### config.mk
export PLATFORM = sky130hd
export DESIGN_NAME = servant_mtimer
export DESIGN_NICKNAME = d
export VERILOG_FILES = /design/src/rtl/servant_mtimer.sv
export SDC_FILE = /design/constraint.sdc
export NUM_CORES = 1
export LEC_CHECK = 0
export BUFFER_PORTS_ARGS = -buffer_cell sky130_fd_sc_hd__buf_4
export CORE_MARGIN = 5
export CORE_UTILIZATION = 55
export DETAILED_ROUTE_END_ITERATION = 10
export PLACE_DENSITY = 0.72
export SLEW_MARGIN = 15
export SYNTH_ARGS = -nofsm -noshare
export SYNTH_HDL_FRONTEND = slang
export SYNTH_SLANG_ARGS = --single-unit
### constraint.sdc
create_clock -name i_clk -period 11.7 [get_ports i_clk]
set_clock_uncertainty 0.2 [all_clocks]
set_input_delay 1.755 -clock i_clk [delete_from_list [all_inputs] [get_ports i_clk]]
set_output_delay 1.755 -clock i_clk [all_outputs]
set_load 0.05 [all_outputs]
### src/rtl/servant_mtimer.sv
// servant_mtimer: prescaled free-running counter with NCH one-shot/periodic compare channels on Wishbone
module servant_mtimer #(
  parameter int WIDTH   = 32,
  parameter int NCH     = 2,
  parameter int PRESC_W = 8
) (
  input  logic        i_clk,
  input  logic        i_rst_n,
  input  logic [3:0]  i_wb_adr,
  input  logic [31:0] i_wb_dat,
  input  logic [3:0]  i_wb_sel,
  input  logic        i_wb_we,
  input  logic        i_wb_cyc,
  output logic [31:0] o_wb_rdt,
  output logic        o_wb_ack,
  output logic        o_irq
);
  logic [WIDTH-1:0]   count, count_inc, wm, wd;
  logic [PRESC_W-1:0] pcnt, presc;
  logic               en, acc, wr, tick, wr_count, wr_ctrl, wr_pend, wr_ien;
  logic [NCH-1:0]     per, pend, ien, match;
  logic [WIDTH-1:0]   cmp [NCH];
  logic [WIDTH-1:0]   rld [NCH];
  logic [31:0]        wmask, ctrl, rd_ch, rd;

  assign acc       = i_wb_cyc & ~o_wb_ack;
  assign wr        = acc & i_wb_we;
  assign wr_count  = wr && i_wb_adr == 4'd0;
  assign wr_ctrl   = wr && i_wb_adr == 4'd1;
  assign wr_pend   = wr && i_wb_adr == 4'd2;
  assign wr_ien    = wr && i_wb_adr == 4'd3;
  assign tick      = en && pcnt == presc;
  assign count_inc = count + 1'b1;
  assign wmask     = {{8{i_wb_sel[3]}}, {8{i_wb_sel[2]}}, {8{i_wb_sel[1]}}, {8{i_wb_sel[0]}}};
  assign wm        = wmask[WIDTH-1:0];
  assign wd        = i_wb_dat[WIDTH-1:0];
  assign o_irq     = |(pend & ien);

  // A software COUNT write suppresses both the increment and match evaluation
  always_comb begin
    match = '0;
    for (int i = 0; i < NCH; i++)
      match[i] = tick & ~wr_count & (count_inc == cmp[i]);
  end

  // Read mux over register values as they stand before this edge
  always_comb begin
    ctrl = '0;
    ctrl[0] = en;
    ctrl[PRESC_W+7:8] = presc;
    ctrl[16+:NCH] = per;
    rd_ch = '0;
    for (int i = 0; i < NCH; i++)
      if (i_wb_adr[3] && i_wb_adr[2:1] == 2'(i))
        rd_ch = i_wb_adr[0] ? 32'(rld[i]) : 32'(cmp[i]);
    rd = i_wb_adr == 4'd0 ? 32'(count) :
         i_wb_adr == 4'd1 ? ctrl :
         i_wb_adr == 4'd2 ? 32'(pend) :
         i_wb_adr == 4'd3 ? 32'(ien) : rd_ch;
  end

  // Bus response, prescaler, counter and shared control/status registers
  always_ff @(posedge i_clk) begin
    if (!i_rst_n) begin
      o_wb_ack <= 1'b0;
      o_wb_rdt <= '0;
      count    <= '0;
      pcnt     <= '0;
      en       <= 1'b0;
      presc    <= '0;
      per      <= '0;
      pend     <= '0;
      ien      <= '0;
    end else begin
      o_wb_ack <= acc;
      if (acc) o_wb_rdt <= rd;
      count <= wr_count ? (count & ~wm) | (wd & wm) : tick ? count_inc : count;
      pcnt  <= (wr_count || tick) ? '0 : en ? pcnt + 1'b1 : pcnt;
      if (wr_ctrl) begin
        en    <= wmask[0] ? i_wb_dat[0] : en;
        presc <= (presc & ~wmask[PRESC_W+7:8]) | (i_wb_dat[PRESC_W+7:8] & wmask[PRESC_W+7:8]);
        per   <= (per & ~wmask[16+:NCH]) | (i_wb_dat[16+:NCH] & wmask[16+:NCH]);
      end
      pend <= (pend & ~(wr_pend ? i_wb_dat[NCH-1:0] & wmask[NCH-1:0] : '0)) | match;
      if (wr_ien) ien <= (ien & ~wmask[NCH-1:0]) | (i_wb_dat[NCH-1:0] & wmask[NCH-1:0]);
    end
  end

  // Per-channel compare and reload; a software CMP write beats the periodic reload
  always_ff @(posedge i_clk) begin
    if (!i_rst_n) begin
      for (int i = 0; i < NCH; i++) begin
        cmp[i] <= '0;
        rld[i] <= '0;
      end
    end else begin
      for (int i = 0; i < NCH; i++) begin
        cmp[i] <= (wr && i_wb_adr == 4'(8 + 2 * i)) ? (cmp[i] & ~wm) | (wd & wm) :
                  (match[i] & per[i]) ? cmp[i] + rld[i] : cmp[i];
        if (wr && i_wb_adr == 4'(9 + 2 * i)) rld[i] <= (rld[i] & ~wm) | (wd & wm);
      end
    end
  end
endmodule

==> summary.md, run 1 <==
| Metric | Value |
|---|---|
| Worst reg-to-reg path cell count | `11` |
| Final Hold Fails | `0` |
| Register-to-register setup slack | `roughly 6.3 ns` |
| GRT Max-Usage Layer | `met1` |
| Mapped cell area | `between 0.015 and 0.02 mm2` |
| Largest net degree at the start of global routing | `just over 70` |
| Total wire length | `a little under 60000 um` |
| Max H-tree Level | `1` |
| Setup violators final | `0` |
| CTS clock-pin slew for the worst setup and hold paths | `around 0.060 ns` |
| Congestion Overflow GR | `0` |
| Area growth, synth to finish | `8.58%` |
| Critical path type | `input pin to flop` |
| Distinct cell type count after synthesis | `94` |
| Min-delay worst type | `flop to flop` |
| Register area share after synthesis | `0.299` |
| Slew @ Worst Pin | `1.04 ns` |
| Routed Antenna Nets | `0` |
| GR Util met2 | `0.468` |
| Iter 0 DRT Violations | `1977` |
| Proportion of layout cells with a drive suffix above 1 | `0.112` |
| Total power | `about 0.0018 W` |
| Relative slew slack | `0.301` |
| Critical Path Start Type | `input pin` |
| Share of flip-flops with an asynchronous set or reset | `0` |
| Die area | `between 0.03 and 0.04 mm2` |
| Setup TNS | `0 ns` |
| Placed Area | `approximately 0.017 mm2` |
| WL per Instance | `24.2 um` |
| Post-DR vias/cell | `about 6.7` |
| Clock buffer depth | `3` |
| CP Capture Type | `flop` |
| Period utilisation layout | `0.485` |
| Cells after Synth | `around 2000` |
| Final instance area | `around 0.018 mm2` |
| Die Y | `approximately 180 um` |
| WP data required | `roughly 12 ns` |
| Yosys reg bits | `~220` |
| Hpwl dp | `approximately 44000 um` |
| Final Slew Violations | `0` |
| Post-CTS Setup Repair Bufs | `0` |
| Post-cts sizing count | `0` |
| IO Count | `between 70 and 80` |
| Routed via count | `16000` |
| GRT Total Usage | `0.330` |
| PwrDens | `a little over 100 mW/mm2` |
| First-pass GRT wire length | `87600 um` |
| Syn_area_per_cell | `between 8 and 9 um2` |
| Core area | `0.0297 mm2` |
| Nets | `2093` |
| Ys flop type | `dfxtp_1` |
| Cell with the most instances on the worst path | `buf_4` |
| Post-cts hold buffer count | `0` |
| Vias in the first global route | `approximately 15000` |
| Maximum VDD drop | `0.0946 mV` |
| Yosys Warn Count | `0` |
| Maxcap violations | `0` |
| Most frequent cells in the layout | `198 x a21oi_1, 192 x nor2_1, 160 x nand2_1` |
| Detailed-route DRC error count | `0` |
| CTS buffer count | `24` |
| RSZ-0062 raised after global routing | `no` |
| Hold path cells | `2` |
| Root cell of the clock tree | `clkbuf_16` |
| Fmax | `around 180 MHz` |
| Chip width | `roughly 180 um` |
| GR Util met3 | `0.0542` |
| Pleak | `6.76 nW` |
| Pre-antenna DRT Iters | `6` |
| Grt met1 use | `0.522` |
| Critical Path AT | `slightly below 6 ns` |
| Port buffer count | `slightly below 80` |
| Critical Path Max Stage Delay | `between 0.6 and 0.7 ns` |
| Final worst path period need | `around 5.7 ns` |
| Clk_lat worst skew | `approximately 0.54 ns` |
| Number of antenna diodes | `0` |
| Initial Util | `0.558` |
| Slowest cell on the critical path | `nor4_4` |
| Gpl congestion | `just under 1` |
| Initial antenna violation count | `1` |
| EDFF count, synth | `64` |
| Num rows | `63` |
| Syn_nets | `around 2100` |
| Most common library cell in the layout ignoring fill and taps | `a21oi_1` |
| CTS tree | `yes` |
| CTS sink cnt | `around 220` |
| Run status | `finished clean` |
| Crit-path max FO | `between 50 and 60` |
| Worst path cell trace | `buf_4, nor4_2, buf_4, nand3_1, buf_4, nand4_1, buf_4, a31oi_1, o2111ai_1, or4_1, nor4_4, a21oi_2, a211oi_1, a211oi_2` |
## area by class of cell
cell class                 count  area, um2
sequential                   216       4960
clock inverter                15        191
timing repair buffer          92        691
multi-input combinational   1614      10900
inverter                      35        134
tap                          390        488
fill                        2664      11700
clock buffer                  29        629
## cells by family after synthesis
group | after synthesis | synth area share
AO/OA/AOI/OAI | 632 | 0.249
XOR/XNOR | 143 | 0.0755
adder cells (fa/ha/maj) | 66 | 0.0507
buffers and inverters | 182 | 0.0467
flip-flops | 216 | 0.299
multiplexers | 68 | 0.0572
AND/OR/NAND/NOR | 705 | 0.222
## how the worst max path moves through the flow
stage,start,to,slack [ns],cells past startpoint
global placement,i_wb_adr[0],flop,5.38,14
detailed placement,i_wb_adr[0],flop,5.28,14
finish,i_wb_adr[0],flop,6.03,14
global route,i_wb_adr[0],flop,5.75,14
CTS,i_wb_adr[0],flop,5.83,14
floorplan,i_wb_adr[0],rld[0][0],5.78,5
## power by group
group	leakage, nW	switching [W]	total, W	internal [W]
clock network	0.396	0.000326	0.000800	0.000474
logic	4.48	0.000140	0.000210	0.0000700
registers	1.89	0.0000190	0.000807	0.000788
## through the flow
| step | setup slack (ns) | util | hold WS, ns | cells |
|---|---|---|---|---|
| final | 6.03 | 0.606 | 0.291 | 2391 |
| after detailed placement | 5.28 | 0.578 | 0.275 | 2347 |
| after floorplan | 5.78 | - | 0.245 | 2012 |
| after global routing | 5.75 | 0.606 | 0.305 | 2391 |
| after CTS | 5.83 | 0.606 | 0.283 | 2391 |
| after global placement | 5.38 | 0.578 | 0.264 | 2347 |
## cell usage after synthesis, drive strengths merged, types with 6 or more instances
master | n | area share
a22oi | 24 | 0.011
mux2i | 43 | 0.026
o221ai | 6 | 0.0032
nand2b | 79 | 0.030
and4 | 9 | 0.0048
inv | 35 | 0.0079
mux4 | 21 | 0.029
a311oi | 11 | 0.0058
o211ai | 16 | 0.0072
xor2 | 55 | 0.029
a31oi | 27 | 0.010
nor2b | 20 | 0.0075
o21a | 12 | 0.0054
edfxtp | 64 | 0.12
o22ai | 16 | 0.0060
or4 | 8 | 0.0041
nand2 | 163 | 0.037
xnor2 | 88 | 0.046
a221oi | 18 | 0.0099
dfxtp | 152 | 0.18
clkbuf | 114 | 0.026
o31ai | 8 | 0.0036
a211oi | 72 | 0.035
or3 | 13 | 0.0055
nor2 | 194 | 0.044
nor4 | 21 | 0.013
nand3 | 61 | 0.020
and2 | 15 | 0.0057
a2111oi | 6 | 0.0035
ha | 64 | 0.048
and3 | 19 | 0.0072
nor3b | 7 | 0.0032
nor3 | 41 | 0.016
nand4 | 35 | 0.015
o21ai | 115 | 0.035
a21oi | 200 | 0.061
or2 | 10 | 0.0039
o2111ai | 11 | 0.0058
a21o | 32 | 0.015
buf | 33 | 0.013
## layer usage
| metal | up-vias | wire length [um] |
|---|---|---|
| li1 | 7433 | - |
| met1 | 7568 | 26300 |
| met2 | 878 | 23400 |
| met3 | 91 | 6700 |
| met4 | 0 | 1400 |
| met5 | - | 0 |
## worst max-delay path: cells and delay by family
family	cells	cell delay, ns
compound gates	5	0.99
buf+inv	4	1.42
simple gates	5	1.66
(Power assumes the default switching activity.)
==> run 2: changes to the inputs <==
--- a/config.mk
+++ b/config.mk
@@ -5,6 +5,7 @@
 export SDC_FILE = /design/constraint.sdc
 export NUM_CORES = 1
 export LEC_CHECK = 0
+export ABC_AREA = 1
 export BUFFER_PORTS_ARGS = -buffer_cell sky130_fd_sc_hd__buf_4
 export CORE_MARGIN = 5
 export CORE_UTILIZATION = 55
==> constraint.sdc (replaced) <==
create_clock -name i_clk -period 5.5 [get_ports i_clk]
set_clock_uncertainty 0.2 [all_clocks]
set_input_delay 0.825 -clock i_clk [delete_from_list [all_inputs] [get_ports i_clk]]
set_output_delay 0.825 -clock i_clk [all_outputs]
set_load 0.05 [all_outputs]
==> summary.md, run 2 <==
| Metric | Value |
|---|---|
| Gpl congestion | `1.06 (was 0.984)` |
| Ys flop type | `dfxtp_1 (unchanged)` |
| Synthesized-area fraction occupied by adder cells | `0.0501 (was 0.0507)` |
| Run status | `finished clean (unchanged)` |
| Clk_lat worst skew | `0.58 ns (was 0.54 ns)` |
| Critical Path AT | `4.75 ns (was 5.85 ns)` |
| Cells after Synth | `2672 (was 2012)` |
| Initial Util | `0.553 (was 0.558)` |
| Worst reg-to-reg path cell count | `19 (was 11)` |
| Largest family of logic cells by synthesized area | `simple AND/OR/NAND/NOR gates (was compound AO/OA/AOI/OAI gates)` |
| Yosys top cell by area | `dfxtp_1 (unchanged)` |
| RSZ-0062 raised after global routing | `no (unchanged)` |
| GRT Total Usage | `0.386 (was 0.330)` |
| Yosys reg bits | `216 (unchanged)` |
| Initial antenna violation count | `0 (was 1)` |
| Chip width | `185 um (was 184 um)` |
| Synth area leaders | `dfxtp_1 18%, nand2_1 17%, edfxtp_1 11%, nor2_1 7.5%, o21ai_0 6.7% (was dfxtp_1 18%, edfxtp_1 12%, a21oi_1 6.0%, ha_1 4.8%, xnor2_1 4.6%)` |
| Nets | `2805 (was 2093)` |
| Post-synth top cells | `780 x nand2_1, 335 x nor2_1, 243 x inv_1 (was 199 x a21oi_1, 192 x nor2_1, 160 x nand2_1)` |
| Register-to-register setup slack | `1.0 ns (was 6.27 ns)` |
| Most numerous cell in the Yosys netlist | `nand2_1 (was a21oi_1)` |
| Post-DR vias/cell | `6.15 (was 6.68)` |
| CTS buffer count | `27 (was 24)` |
| Crit-path max FO | `40 (was 55)` |
| Syn_area_per_cell | `6.28 um2 (was 8.24 um2)` |
| Vias in the first global route | `17200 (was 14600)` |
| CP Capture Type | `flop (unchanged)` |
| Synth Area in Compound Gates | `0.200 (was 0.249)` |
| Power share of the clock group | `0.439 (was 0.440)` |
| Num rows | `64 (was 63)` |
| Port buffer count | `77 (unchanged)` |
| Pleak | `7.94 nW (was 6.76 nW)` |
| Cell internal pwr | `0.00283 W (was 0.00133 W)` |
| WP data required | `5.75 ns (was 11.88 ns)` |
| Fmax | `222 MHz` |
| Comb pwr share | `0.130 (was 0.116)` |
| Synth Area in XOR/XNOR | `0.0243 (was 0.0755)` |
| Post-synthesis mux area share | `0 (was 0.0572)` |
| IO Count | `78 (unchanged)` |
| Relative slew slack | `0.178 (was 0.301)` |
| First-pass GRT wire length | `102000 um (was 87600 um)` |
| Mapped cell area | `0.0168 mm2 (was 0.0166 mm2)` |
| Detailed-route DRC error count | `0 (unchanged)` |
| Distinct cell type count after synthesis | `53 (was 94)` |
| Die area | `0.0341 mm2 (was 0.0337 mm2)` |
| Root cell of the clock tree | `clkbuf_16 (unchanged)` |
| Period utilisation layout | `0.819` |
| Final Hold Fails | `0 (unchanged)` |
| Pre-antenna DRT Iters | `6 (unchanged)` |
| Min-delay worst type | `flop to flop (unchanged)` |
| Maximum VDD drop | `0.211 mV (was 0.0946 mV)` |
| Congestion Overflow GR | `0 (unchanged)` |
| Largest net degree at the start of global routing | `114 (was 71)` |
| EDFF count, synth | `64 (unchanged)` |
| Multi-input logic area | `0.0105 mm2 (was 0.0109 mm2)` |
| CTS tree | `yes (unchanged)` |
| Final worst path period need | `about 4.5 ns` |
| Post-cts hold buffer count | `0 (unchanged)` |
| Area growth, synth to finish | `10.0% (was 8.58%)` |
| Post-CTS Setup Repair Bufs | `0 (unchanged)` |
| Hold path cells | `2 (unchanged)` |
| Syn_nets | `2782 (was 2122)` |
| Routed via count | `19100 (was 16000)` |
| Reg area | `0.00496 mm2 (unchanged)` |
| Total wire length | `68300 um (was 57800 um)` |
| Yosys Warn Count | `0 (unchanged)` |
| Yosys top cell area share | `0.181 (was 0.183)` |
| Die Y | `185 um (was 184 um)` |
| Sw power | `0.00119 W (was 0.000486 W)` |
| Fillers | `3045 (was 2664)` |
| Max H-tree Level | `1 (unchanged)` |
| Final setup margin | `0.996 ns (was 6.03 ns)` |
| Count of non-filler cells in the finished layout | `3113 (was 2391)` |
| Critical path type | `flop to flop (was input pin to flop)` |
| Critical Path Start Type | `flop (was input pin)` |
| Hpwl dp | `51800 um (was 43800 um)` |
| CTS sink cnt | `216 (unchanged)` |
| Most frequent cells in the layout | `780 x nand2_1, 331 x nor2_1, 243 x inv_1 (was 198 x a21oi_1, 192 x nor2_1, 160 x nand2_1)` |
| Setup violators final | `0 (unchanged)` |
| Sw Ratio | `0.297 (was 0.267)` |
| Slew @ Worst Pin | `1.23 ns (was 1.04 ns)` |
| Proportion of layout cells with a drive suffix above 1 | `0.0751 (was 0.112)` |
| Share of flip-flops with an asynchronous set or reset | `0 (unchanged)` |
| Inst Count DP | `3062 (was 2347)` |
| Setup TNS | `0 ns (unchanged)` |
| Core area | `0.0303 mm2 (was 0.0297 mm2)` |
| Most common library cell in the layout ignoring fill and taps | `nand2_1 (was a21oi_1)` |
| Maxcap violations | `0 (unchanged)` |
| Register area share after synthesis | `0.296 (was 0.299)` |
| Routed Antenna Nets | `0 (unchanged)` |
| Final Slew Violations | `0 (unchanged)` |
| PwrDens | `218 mW/mm2 (was 101 mW/mm2)` |
| CTS clock-pin slew for the worst setup and hold paths | `0.06 ns (about the same)` |
| Iter 0 DRT Violations | `2376 (was 1977)` |
| Clock buffer depth | `3 (unchanged)` |
| Post-cts sizing count | `0 (unchanged)` |
| Pre-CTS WS | `1.20 ns (was 5.28 ns)` |
| Simple-Gate Fraction of Synth Area | `0.346 (was 0.222)` |
| Sequential power share | `0.431 (was 0.444)` |
| Total power | `0.00403 W (was 0.00182 W)` |
| WL per Instance | `21.9 um (was 24.2 um)` |
-- run 2: changes by cell type after synthesis, moves of 29 or more --
cell and delta:
xnor2_1 -77, o21ai_0 +108, mux2i_1 -43, a211oi_1 -34
nor2_1 +143, nand2b_1 -79, inv_1 +209, nand2_1 +620
clkbuf_1 -29, nand3_1 +140
-- run 2: power groups by stage --
| stage | logic (W) | clock network (W) | registers (W) |
|---|---|---|---|
| floorplan | 0.000275 | 0 | 0.00180 |
| global placement | 0.000499 | 0 | 0.00176 |
| detailed placement | 0.000504 | 0 | 0.00177 |
| CTS | 0.000506 | 0.00176 | 0.00173 |
| global route | 0.000559 | 0.00183 | 0.00174 |
| finish | 0.000523 | 0.00177 | 0.00174 |
-- run 2: metrics by stage --
stage / util / area, um2 / hold slack, ns
after floorplan: - / 16800 / 0.237
after global placement: 0.580 / 17600 / 0.279
after detailed placement: 0.580 / 17600 / 0.277
after CTS: 0.608 / 18500 / 0.286
after global routing: 0.608 / 18500 / 0.305
final: 0.608 / 18500 / 0.286
-- run 2: layout make-up --
| class | instances | share of cell area |
|---|---|---|
| clock buffer | 39 | 0.0429 |
| sequential | 216 | 0.269 |
| timing repair buffer | 96 | 0.0390 |
| clock inverter | 11 | 0.00366 |
| multi-input combinational | 2102 | 0.567 |
| inverter | 252 | 0.0512 |
| tap | 396 | 0.0268 |
| antenna | 1 | 0.000136 |
-- run 2: critical path: stages, from the launching register on --
cell,delay (ns)
dfxtp_1,0.70
ha_1,0.32
nand2_2,0.15
nor2_8,0.25
nand3_1,0.18
inv_1,0.21
nand3_1,0.15
nand3_1,0.12
nand2_1,0.06
inv_1,0.06
nand2_1,0.06
nor2_1,0.22
nand3_1,0.13
nor2_2,0.11
nand2_1,0.14
nand2_2,0.77
buf_4,0.32
nand3_1,0.09
nand2_1,0.09
nor2_1,0.05
-- run 2: metal layers --
layer / part of all wire / vias to the layer above / GRT usage
li1: - / 8946 / -
met1: 0.43 / 8899 / 0.578
met2: 0.40 / 1185 / 0.544
met3: 0.15 / 116 / 0.111
met4: 0.029 / 0 / 0.102
met5: 0 / - / 0
-- run 2: kinds of logic (layout without fill, tap and decap cells) --
logic type | Yosys count | after routing
DFF | 216 | 216
other | 0 | 1
adders and majority gates | 66 | 66
buffers and inverters | 354 | 398
xor gates and xnor gates | 45 | 45
and+or+nand+nor | 1402 | 1402
AOI/OAI and AO/OA | 589 | 589
-- run 2: worst min-delay path by stage --
stage             endpoint  slack (ns)        start
2_1_floorplan         flop        0.24         flop
3_3_place_gp       pend[1]        0.28      pend[1]
3_5_place_dp   o_wb_rdt[0]        0.28  o_wb_rdt[0]
4_1_cts        o_wb_rdt[0]        0.29  o_wb_rdt[0]
5_1_grt        o_wb_rdt[0]        0.30  o_wb_rdt[0]
6_report       o_wb_rdt[0]        0.29  o_wb_rdt[0]
